## config.mk

```make
export PLATFORM = sky130hd
export DESIGN_NAME = uu_acmac_mem_tx_dp
export DESIGN_NICKNAME = d
export VERILOG_FILES = /design/src/rtl/uu_acmac_mem_pkg.sv /design/src/rtl/uu_acmac_rd_pipe.sv /design/src/rtl/uu_acmac_mem_tx_dp.sv
export SDC_FILE = /design/constraint.sdc
export NUM_CORES = 2
export LEC_CHECK = 0
export ABC_CLOCK_PERIOD_IN_PS = 10470
export CAP_MARGIN = 20
export CORE_UTILIZATION = 45
export CTS_CLUSTER_SIZE = 40
export DETAILED_ROUTE_END_ITERATION = 6
export SLEW_MARGIN = 40
export SYNTH_ARGS = -nofsm -noshare
export SYNTH_HDL_FRONTEND = slang
export SYNTH_SLANG_ARGS = --single-unit
```

## constraint.sdc

```tcl
create_clock -name clk -period 10.47 [get_ports clk]
set_clock_uncertainty 0.1 [all_clocks]
set_input_delay 1.047 -clock clk [delete_from_list [all_inputs] [get_ports clk]]
set_output_delay 1.047 -clock clk [all_outputs]
set_load 0.02 [all_outputs]
```

## src/rtl/uu_acmac_mem_pkg.sv

```systemverilog
// Shared types and defaults for the ACMAC TX frame buffer.
package uu_acmac_mem_pkg;

    typedef enum logic {
        ST_INIT  = 1'b0,
        ST_READY = 1'b1
    } mem_state_e;

    localparam int unsigned DEF_DATA_W = 8;
    localparam int unsigned DEF_ADDR_W = 8;
    localparam int unsigned DEF_DEPTH  = 208;

    // Supported read latencies; anything above the maximum is clamped to it.
    localparam int unsigned RD_LAT_MIN = 1;
    localparam int unsigned RD_LAT_MAX = 2;

endpackage

```

## src/rtl/uu_acmac_rd_pipe.sv

```systemverilog
// Read-result pipeline: carries {rdata, err} through one or two register stages.
module uu_acmac_rd_pipe #(
    parameter int unsigned DATA_W = 8,
    parameter int unsigned RD_LAT = 1
) (
    input  logic              clk,
    input  logic              rst,
    input  logic [DATA_W-1:0] rdata_i,
    input  logic              err_i,
    output logic [DATA_W-1:0] rdata_o,
    output logic              err_o
);

    logic [DATA_W-1:0] s1_rdata_q;
    logic              s1_err_q;

    // First stage, always present.
    always_ff @(posedge clk) begin
        if (rst) begin
            s1_rdata_q <= '0;
            s1_err_q   <= 1'b0;
        end else begin
            s1_rdata_q <= rdata_i;
            s1_err_q   <= err_i;
        end
    end

    if (RD_LAT >= 2) begin : g_lat2
        logic [DATA_W-1:0] s2_rdata_q;
        logic              s2_err_q;

        // Second output stage for the two-cycle configuration.
        always_ff @(posedge clk) begin
            if (rst) begin
                s2_rdata_q <= '0;
                s2_err_q   <= 1'b0;
            end else begin
                s2_rdata_q <= s1_rdata_q;
                s2_err_q   <= s1_err_q;
            end
        end

        assign rdata_o = s2_rdata_q;
        assign err_o   = s2_err_q;
    end else begin : g_lat1
        assign rdata_o = s1_rdata_q;
        assign err_o   = s1_err_q;
    end

endmodule

```

## src/rtl/uu_acmac_mem_tx_dp.sv

```systemverilog
// Dual-port TX frame buffer: host R/W port A, MAC read-only port B, self-clearing after reset.
module uu_acmac_mem_tx_dp
    import uu_acmac_mem_pkg::*;
#(
    parameter int unsigned DATA_W = DEF_DATA_W,
    parameter int unsigned ADDR_W = DEF_ADDR_W,
    parameter int unsigned DEPTH  = DEF_DEPTH,
    parameter int unsigned RD_LAT = 1,
    parameter int unsigned NUM_BE = DATA_W / 8
) (
    input  logic              clk,
    input  logic              rst,
    output logic              init_done,
    input  logic              a_en,
    input  logic              a_wen,
    input  logic [NUM_BE-1:0] a_be,
    input  logic [ADDR_W-1:0] a_addr,
    input  logic [DATA_W-1:0] a_wdata,
    output logic [DATA_W-1:0] a_rdata,
    output logic              a_err,
    input  logic              b_en,
    input  logic [ADDR_W-1:0] b_addr,
    output logic [DATA_W-1:0] b_rdata,
    output logic              b_err
);

    localparam int unsigned PIPE_LAT = (RD_LAT >= RD_LAT_MAX) ? RD_LAT_MAX : RD_LAT_MIN;

    mem_state_e        state_q;
    logic [ADDR_W-1:0] clr_cnt_q;
    logic              init_done_q;
    logic [DATA_W-1:0] mem_q [DEPTH];

    logic              ready_c;
    logic              a_in_rng_c;
    logic              b_in_rng_c;
    logic              a_wr_c;
    logic [DATA_W-1:0] a_rdata_c;
    logic              a_err_c;
    logic [DATA_W-1:0] b_rdata_c;
    logic              b_err_c;

    assign ready_c    = (state_q == ST_READY);
    assign a_in_rng_c = (32'(a_addr) < DEPTH);
    assign b_in_rng_c = (32'(b_addr) < DEPTH);
    assign a_wr_c     = ready_c && a_en && a_wen && a_in_rng_c && !rst;

    // Clear sequencer: walk every word once, then stay READY until the next reset.
    always_ff @(posedge clk) begin
        if (rst) begin
            state_q     <= ST_INIT;
            clr_cnt_q   <= '0;
            init_done_q <= 1'b0;
        end else begin
            case (state_q)
                ST_INIT: begin
                    if (clr_cnt_q == ADDR_W'(DEPTH - 1)) begin
                        state_q     <= ST_READY;
                        init_done_q <= 1'b1;
                    end else begin
                        clr_cnt_q <= clr_cnt_q + ADDR_W'(1);
                    end
                end
                default: begin
                    state_q <= ST_READY;
                end
            endcase
        end
    end

    // Storage: zero-fill during INIT, byte-lane writes from port A when READY.
    always_ff @(posedge clk) begin
        if (!ready_c) begin
            mem_q[clr_cnt_q] <= '0;
        end else if (a_wr_c) begin
            for (int unsigned i = 0; i < NUM_BE; i++) begin
                if (a_be[i]) begin
                    mem_q[a_addr][8*i +: 8] <= a_wdata[8*i +: 8];
                end
            end
        end
    end

    // Pre-write read of both ports; this gives read-before-write on A and old data on B collisions.
    always_comb begin
        a_rdata_c = '0;
        a_err_c   = 1'b0;
        b_rdata_c = '0;
        b_err_c   = 1'b0;
        if (a_en) begin
            if (!ready_c || !a_in_rng_c) begin
                a_err_c = 1'b1;
            end else begin
                a_rdata_c = mem_q[a_addr];
            end
        end
        if (b_en) begin
            if (!ready_c || !b_in_rng_c) begin
                b_err_c = 1'b1;
            end else begin
                b_rdata_c = mem_q[b_addr];
            end
        end
    end

    uu_acmac_rd_pipe #(
        .DATA_W (DATA_W),
        .RD_LAT (PIPE_LAT)
    ) u_a_pipe (
        .clk     (clk),
        .rst     (rst),
        .rdata_i (a_rdata_c),
        .err_i   (a_err_c),
        .rdata_o (a_rdata),
        .err_o   (a_err)
    );

    uu_acmac_rd_pipe #(
        .DATA_W (DATA_W),
        .RD_LAT (PIPE_LAT)
    ) u_b_pipe (
        .clk     (clk),
        .rst     (rst),
        .rdata_i (b_rdata_c),
        .err_i   (b_err_c),
        .rdata_o (b_rdata),
        .err_o   (b_err)
    );

    assign init_done = init_done_q;

endmodule

```

# Yosys cells after proc, flatten, opt, wreduce, memory -nomap -nowiden
# Memory sizes are Yosys's and may differ from the RTL's. A register that Yosys moved wholly into a read port is not among the register bits.
# Cells that the tools add are included.
# classes
addsub,1
n_lt_le_gt_ge,2
eq_ne,1
muxes,12
n_bitwise,4
n_reduce_logical,17
# op_table
operator,count
$lt A8 B8 Y1 const B,2
$mux W8,2
$mux W1,10
$add A8 B1 Y8 const B,1
$eq A8 B8 Y1 const B,1
$reduce_or A8 Y1,1
$reduce_or A3 Y1,2
$logic_and A1 B1 Y1,4
$logic_not A1 Y1,4
$not A1 Y1,4
$reduce_and A2 Y1,2
$reduce_or A2 Y1,2
$logic_or A1 B1 Y1,2
# word_totals
reg_bits,12
ram_bits,1664
out_inout_bits,19
elab_cells,43
memories,1
# mem_list
name,depth,width,read_ports,rd_clocked_by_memory_dff,wr,line_no,rtl
mem_q,208,8,2,2,1,uu_acmac_mem_tx_dp.sv:32,logic [DATA_W-1:0] mem_q [DEPTH];

# Logic depth before layout (Yosys ltp)
# logic_depth
depth_word,9
ltp_mapped,12

# Cells and area by module
# Synthesis repeated with hierarchy kept, for this count alone.
# hier_totals
cells_unflattened,4229
area_unflattened_um2,79651.4
# modules_own_cells
module,n_inst,cells_per_inst,area_per_inst_um2,seq_area_each_um2
uu_acmac_mem_tx_dp,1,4193,79178.4,50168.1
uu_acmac_rd_pipe,2,18,236.5,180.2

# Worst setup path before layout
# Ideal clock, no wire load.
# synth_path
path_kind,input-to-reg
from,input port a_en
to,"memory mem_q[0][0], data pin"
setup_time_ns,0.744
arrival_time_ns,4.591
t_required_ns,9.626
setup_slack_ns,5.035
cell_stages,6
cell_sequence,nor2b_1 -> clkbuf_1 -> o2111a_1 -> buf_2 -> clkbuf_1 -> and2_1
# synth_via
elab_chain_cells,9
# synth_rtl
item,line_no,rtl
from (decl),uu_acmac_mem_tx_dp.sv:14,"input logic a_en,"
$logic_and A1 B1 Y1 (4 in series),uu_acmac_mem_tx_dp.sv:46,assign a_wr_c = ready_c && a_en && a_wen && a_in_rng_c && !rst;
$mux W1,uu_acmac_mem_tx_dp.sv:75,end else if (a_wr_c) begin
$mux W1,uu_acmac_mem_tx_dp.sv:73,if (!ready_c) begin
$mux W1 (not written as such),uu_acmac_mem_tx_dp.sv:78,mem_q[a_addr][8*i +: 8] <= a_wdata[8*i +: 8];
$reduce_or A8 Y1 (no source line),n/a,
$mux W8 (no source line),n/a,
to (decl),uu_acmac_mem_tx_dp.sv:32,
# Every way passes these cells.

# Worst setup path in the final report
# layout_path
from,input port a_addr[2]
to,"memory mem_q[90][4], enable pin"
# layout_via
elab_chain_cells,8
word_cells_on_any_way,9
# layout_rtl
item,line_no,rtl
from (decl),uu_acmac_mem_tx_dp.sv:17,"input logic [ADDR_W-1:0] a_addr,"
$lt A8 B8 Y1,uu_acmac_mem_tx_dp.sv:44,assign a_in_rng_c = (32'(a_addr) < DEPTH);
$logic_and A1 B1 Y1 (2 in series),uu_acmac_mem_tx_dp.sv:46,
$mux W1,uu_acmac_mem_tx_dp.sv:75,
$mux W1,uu_acmac_mem_tx_dp.sv:73,
$mux W1 (not written as such),uu_acmac_mem_tx_dp.sv:78,
$reduce_or A8 Y1 (no source line),n/a,
$mux W8 (no source line) / $mux W1 (equally long branches),n/a,
# Several ways; a longest one is shown, not always the timed one.

==> parameters.txt <==
Parameter                              Value

Outcome
  Run status    finished, final reports clean

CTS
  Cells resized by post-CTS repair    0
  Latest clock arrival within the worst-skew pair    0.84 ns
  Post-cts hold buffer count    0
  Clock root buffer    sky130_fd_sc_hd__clkbuf_16
  Cts bufs inserted    182
  Number of sinks driven by the clock tree    1692
  Setup Fix Bufs, Post-CTS    0
  Depth of the CTS H-tree    4
  Clock-pin slew of the registers on the worst-case setup and hold paths    0.06 ns
  Bufs on Longest Clock Path    3
  TritonCTS clock tree    yes

Finish
  Post-layout net count    4489
  Final cell area excluding filler cells    89000 um2
  Post-layout instance count excluding filler cells    6951
  Area delta synth->final    11.4%
  Fraction of layout cells with a size suffix above 1    28.7%

Worst setup path
  Critical path capture point type    flip-flop
  Startpoint of the most critical register-to-register path    ready_c
  Peak fanout along the critical path    40
  Reg2reg setup slack    6.10 ns
  Worst reg2reg path depth    6
  Data arrival time of the critical path    5.23 ns
  Critical path startpoint category    primary input
  Required time of the worst setup path    10.81 ns
  Reg-to-Reg End    mem_q[203][1]
  Startpoint-to-endpoint class of the critical path    in -> reg

Place
  Detailed-placement wirelength estimate    171000 um
  Placed Instance Area    82800 um2
  # port buffers    48
  Pre-CTS setup slack    4.57 ns
  Placed insts    6605
  Final estimated routing congestion in global placement    0.923

Power and ir drop
  IR Drop Worst-Case VDD    0.000148 V
  Sum of internal, switching and leakage power    14.7 mW
  Internal power    11.4 mW
  Total power density per cell area    165 nW/um2
  P_sw    3.31 mW
  Static Leak    31.3 nW
  Switching portion of total power    22.6%
  Sequential group share of total power    50.1%
  Share of total power in the clock network    43.9%
  Combinational fraction of design power    6.1%

Global route
  Total global-route track usage    29.6%
  Number of global-route vias before repair    47300
  Pin count of the biggest net entering global routing    165
  Residual overflow from global routing    0
  Antenna violations before repair    4
  Wire length of the first global-routing pass    372000 um

Min path
  Hold Startpoint    clr_cnt_q[4]
  Hold path endpoint    clr_cnt_q[4]
  Tightest Hold Check Type    reg -> reg
  Instance count along the most critical hold path    2

Yosys
  Async S/R FF share, synth    0%
  Flip-flop and latch count after synthesis    1692
  Post-synth top flop    sky130_fd_sc_hd__edfxtp_1
  Number of instances in the synthesized netlist    4442
  Number of different library cells in the post-synthesis netlist    71
  Mean instance size in the synthesized netlist    18.0 um2
  Fraction of the yosys area taken by sequential cells    63.3%
  Number of enable-type register cells in the synthesized netlist    1664
  Ys Warns    0
  Net count of the mapped netlist    4473
  Combined area of all synthesized cells    79800 um2

Die
  Total I/O pin count    49
  Overall die width    423 um
  Row cnt    154
  Die Outline Area    179000 um2
  Initial standard-cell utilization of the core    45.3%
  Placeable core area    176000 um2
  Die Height    423 um

Route
  Total vias in the final route    48000
  Average wire length per cell after detail routing    38.1 um
  Drt pass-1 iters    6
  Detailed Route Iter0 Violations    6869
  Final Routed Wirelength    265000 um
  Number of nets still failing antenna checks after routing    0
  Via-per-instance ratio    6.91
  Remaining DRCs    0

STA
  Final number of setup-violating endpoints    0
  Final total negative setup slack    0 ns
  RSZ-0062 raised after global routing    false
  Worst Tran Pin Value    0.981 ns
  Timing-limited maximum frequency    205 MHz
  Slew Limit Headroom    34.6%
  Final worst slack    5.58 ns
  Count of final hold-check violations    0
  Final Cycle Share    46.7%
  Fin crit period    4.89 ns
  Max-slew violation count    0

Job
  Reported max-cap violation count    0
==> cell usage in the layout, fill, tap and decap left out, types with 96 or more instances in the layout <==
master                      Yosys  final
sky130_fd_sc_hd__a21oi_1      105    105
sky130_fd_sc_hd__mux2i_1      336    336
sky130_fd_sc_hd__edfxtp_1    1664   1664
sky130_fd_sc_hd__clkbuf_16      0    185
sky130_fd_sc_hd__nor2_2         1     96
sky130_fd_sc_hd__buf_4         61    113
sky130_fd_sc_hd__nand2_1      128    119
sky130_fd_sc_hd__o21ai_0      120    118
sky130_fd_sc_hd__nor2_1       323    226
sky130_fd_sc_hd__mux4_2       708    708
==> through the flow <==
step | hold slack, ns | utilization (%)
after floorplan | 0.434 | -
after global placement | 0.465 | 46.8
after detailed placement | 0.484 | 47.0
after CTS | 0.495 | 50.3
after global routing | 0.538 | 50.5
final | 0.506 | 50.5
==> worst max-delay path, stage by stage <==
cell                      delay [ns]
sky130_fd_sc_hd__buf_4          0.29
sky130_fd_sc_hd__inv_6          0.37
sky130_fd_sc_hd__buf_6          0.51
sky130_fd_sc_hd__nand2_1        0.26
sky130_fd_sc_hd__nor2_1         0.14
sky130_fd_sc_hd__a31oi_1        0.13
sky130_fd_sc_hd__a21oi_1        0.39
sky130_fd_sc_hd__nand2_1        0.62
sky130_fd_sc_hd__buf_4          0.50
sky130_fd_sc_hd__nor2_1         0.70
==> cells in the mapped netlist (all sizes together) (34+ instances only) <==
cell    number  area, um2
clkbuf     139        522
nor2       324       1220
o22ai       55        344
a22oi       47        353
edfxtp    1664      50000
mux2        54        608
o21ai      121        606
mux4       708      15900
a21oi      105        526
o31ai       34        255
nor3        44        220
buf        220       1490
mux2i      336       3360
a221oi      63        552
a221o       48        480
nand2      128        480
==> routing by layer <==
metal / vias to the layer above / track usage [%] / part of all wire (%)
met1: 25600 / 40.4 / 38
li1: 18800 / - / -
met3: 553 / 6.84 / 10
met2: 3009 / 44.9 / 46
met4: 4 / 14.0 / 5.2
met5: - / 0 / 0.0098
==> cell families (layout without fill, tap and decap cells) <==
kind of cell,count (synthesis),after routing,share of synthesized area [%]
flip-flops,1692,1692,63.3
multiplexers,1098,1098,24.9
AND/OR/NAND/NOR,643,643,3.56
AO/OA/AOI/OAI,634,634,5.57
buffers and inverters,368,533,2.56
XOR/XNOR,6,6,0.0658
adder cells (fa/ha/maj),1,1,0.0157
other,0,4,0
==> worst max-delay path by stage <==
stage | startpoint | end | slack (ns)
detailed placement | b_addr[0] | u_b_pipe.rdata_o[4] | 4.57
global route | b_addr[0] | u_b_pipe.rdata_o[4] | 5.45
global placement | b_addr[0] | u_b_pipe.rdata_o[4] | 4.52
finish | a_addr[2] | mem_q[90][4] | 5.58
floorplan | a_en | mem_q[0][0] | 5.04
CTS | b_addr[0] | u_b_pipe.rdata_o[4] | 5.48
==> power groups by stage <==
stage	clock network [mW]	logic (mW)	registers, mW
2_1_floorplan	0	0.556	7.48
3_3_place_gp	0	0.866	7.49
3_5_place_dp	0	0.871	7.49
4_1_cts	6.48	0.873	7.34
5_1_grt	6.72	0.909	7.34
6_report	6.43	0.892	7.34
==> final cells by class <==
type	count	area, um2
antenna	4	10.0
sequential	1692	50500
clock buffer	237	4890
tap	2340	2930
clock inverter	96	971
fill	14200	87200
timing repair buffer	191	1900
multi-input combinational	2382	27700
inverter	9	41.3
==> state kept, by name, indices dropped and copies added (netlist names) <==
| register | count |
|---|---|
| u_b_pipe.rdata_o | 8 |
| ready_c | 1 |
| clr_cnt_q | 8 |
| u_a_pipe.rdata_o | 8 |
| u_a_pipe.err_o | 1 |
| mem_q | 1664 |
| init_done | 1 |
| u_b_pipe.err_o | 1 |
(Power assumes the default switching activity.)
==> variant, RTL diff (same settings) <==
Reset style: asynchronous (`rst`), changed in 3 clocked blocks.
--- a/src/rtl/uu_acmac_rd_pipe.sv
+++ b/src/rtl/uu_acmac_rd_pipe.sv
@@ -15,7 +15,7 @@
     logic              s1_err_q;
 
     // First stage, always present.
-    always_ff @(posedge clk) begin
+    always_ff @(posedge clk or posedge rst) begin
         if (rst) begin
             s1_rdata_q <= '0;
             s1_err_q   <= 1'b0;
@@ -30,7 +30,7 @@
         logic              s2_err_q;
 
         // Second output stage for the two-cycle configuration.
-        always_ff @(posedge clk) begin
+        always_ff @(posedge clk or posedge rst) begin
             if (rst) begin
                 s2_rdata_q <= '0;
                 s2_err_q   <= 1'b0;
--- a/src/rtl/uu_acmac_mem_tx_dp.sv
+++ b/src/rtl/uu_acmac_mem_tx_dp.sv
@@ -46,7 +46,7 @@
     assign a_wr_c     = ready_c && a_en && a_wen && a_in_rng_c && !rst;
 
     // Clear sequencer: walk every word once, then stay READY until the next reset.
-    always_ff @(posedge clk) begin
+    always_ff @(posedge clk or posedge rst) begin
         if (rst) begin
             state_q     <= ST_INIT;
             clr_cnt_q   <= '0;
Function: not settled (the Yosys comparison gave no result); the edit may change what the design does.
==> variant against the original RTL <==
The run now ends with design-rule violations left. Cell area barely moved. Global-route usage fell by 0.49 points. Sequential share of layout area grew 0.20 points. Fmax up 5.2%. Combinational power fell by 21%. Clock power down 2%. Sequential cell count did not move. Sequential power is essentially flat. Setup slack improved by 0.24 ns. Power decreased by 2.2%. Routed wire length is 1.1% lower. Area after synthesis is 0.74% higher. Largest cell class unchanged.
==> variant: results (changes against the original RTL) <==
[synth]
yosys-top-cells-count=edfxtp_1 (1,664), mux4_2 (738), mux2i_1 (309)  ; was edfxtp_1 (1,664), mux4_2 (708), mux2i_1 (336)
yosysSeqAreaShare=0.630  ; was 0.633
synthTopCellsByArea=edfxtp_1 (62%), mux4_2 (21%), mux2i_1 (3.8%), nor2_1 (1.3%), dfrtp_1 (0.87%)  ; was edfxtp_1 (63%), mux4_2 (20%), mux2i_1 (4.2%), nor2_1 (1.5%), mux2_2 (0.76%)
syn_area_per_cell_sq_um=18.4  ; was 18.0 sq um
synth-edff-count=1664  ; unchanged
yosysWarnings=0  ; unchanged
synth_cell_types=73  ; was 71
async_flop_share=0.0165  ; was 0

[detailed_routing]
avgViaCountPerCell=6.88  ; was 6.91
drtPass1Iterations=7  ; was 6
drcViolationCount=4  ; was 0
drt_iter0_drc=6905  ; was 6,869
wl_per_cell_um=38.2  ; was 38.1 um

[outcome]
violations=design-rule violations
status=complete, but fails checks  ; was complete, no violations

[clocking]
htreeDepth=4  ; unchanged
postCtsSetupRepairBufs=0  ; unchanged
cts-root-buf=clkbuf_16  ; unchanged
insertion_delay_ns=0.85
cts_made_buffers=175  ; was 182
cts_resized=0  ; unchanged
clockBufferDepth=3  ; unchanged
path_clk_slew_ns=0.06  ; about the same

[global_route]
grt_max_degree=165  ; unchanged
grt_util_all_layers=0.291  ; was 0.296
grt_pass1_wl_um=366000  ; was 372,000 um
antenna_found_initial=6  ; was 4
grt_pass1_vias=46600  ; was 47,300

[layout]
final-instance-count-excl-fill=6856  ; was 6,951
drive_gt1_frac=0.298  ; was 0.287
nets=4393  ; was 4,489
largest-register=mem_q  ; unchanged
largest_register_ffs=1664  ; unchanged

[pwr]
p_int_uw=11100  ; was 11,400 uW
vdd_drop_max_v=0.000192  ; was 0.000148 V
p_leak_uw=0.0230  ; was 0.0313 uW

[placement]
dpl.cell_count=6516  ; was 6,605
placement.io_buffers=48  ; unchanged
place.gp.congestion=0.945  ; was 0.923
dpl.hpwl_um=167000  ; was 171,000 um

[setup_path]
path_max_fanout=25  ; was 40
worst_r2r_path_depth=8  ; was 6
critPathTopFamily=buffers and inverters  ; was simple AND/OR/NAND/NOR gates
slowest_delay_ns=0.66  ; was 0.70 ns
slowest_stage=nor2_1  ; unchanged

[timing]
tightestPinTransition_ns=0.962  ; was 0.981 ns

[hold_path]
holdPathStages=1  ; was 2
hold_path.class=flop to flop  ; unchanged

-- variant: changes by cell type in the layout (fill, tap and decap cells not counted), moves of 28 or more --
cell / before / now
a21oi_1: 105 / 71
a221o_1: 48 / 14
dfrtp_1: 0 / 28
dfxtp_1: 28 / 0
mux4_2: 708 / 738
nand2_1: 119 / 150
nor2_1: 226 / 187
o21ai_0: 118 / 73
-- variant: final timing paths --
check | slack (ns) | end | startpoint
max reg2reg | 6.34 | mem_q[70][4] | ready_c
min in group asynchronous | 0.54 | u_a_pipe.err_o | rst
max in group asynchronous | 9.35 | u_b_pipe.rdata_o[2] | rst
min | 0.48 | init_done | init_done
max | 5.82 | mem_q[70][4] | a_addr[4]
min reg2reg | 0.48 | init_done | init_done
-- variant: area by class of cell --
| cell class | count | area, sq um |
|---|---|---|
| antenna | 3 | 7.51 |
| clock buffer | 208 | 4520 |
| clock inverter | 120 | 1190 |
| fill | 14300 | 88000 |
| inverter | 18 | 67.6 |
| multi-input combinational | 2303 | 27700 |
| sequential | 1692 | 50700 |
| tap | 2340 | 2930 |
| timing repair buffer | 172 | 1820 |
-- variant: power groups by stage --
stage | clock network [uW] | logic [uW] | registers (uW)
6_report | 6330 | 701 | 7320
5_1_grt | 6620 | 713 | 7320
4_1_cts | 6370 | 679 | 7320
3_5_place_dp | 0 | 678 | 7470
3_3_place_gp | 0 | 677 | 7470
2_1_floorplan | 0 | 464 | 7470
-- variant: metal layers --
layer	part of all wire	wire length, um	vias to the layer above	GRT usage
met5	0.00058	151	-	0
met2	0.46	121000	3048	0.445
met4	0.048	12500	4	0.122
li1	-	-	18500	-
met3	0.11	27900	566	0.0724
met1	0.38	101000	25000	0.399
-- variant: kinds of logic after synthesis --
kind of cell | synth area share
muxes | 0.255
adders and majority gates | 0.000156
DFF | 0.630
and+or+nand+nor | 0.0368
xor gates and xnor gates | 0.000762
AOI/OAI and AO/OA | 0.0468
buffers and inverters | 0.0308
-- variant: per-stage QoR --
step	area [sq um]	setup WS, ns	utilization	hold WS [ns]
global route	88900	5.82	0.503	0.476
detailed placement	82800	5.10	0.468	0.477
finish	88900	5.82	0.503	0.481
floorplan	80400	4.88	-	0.406
CTS	88500	5.97	0.501	0.490
global placement	82500	4.75	0.467	0.471
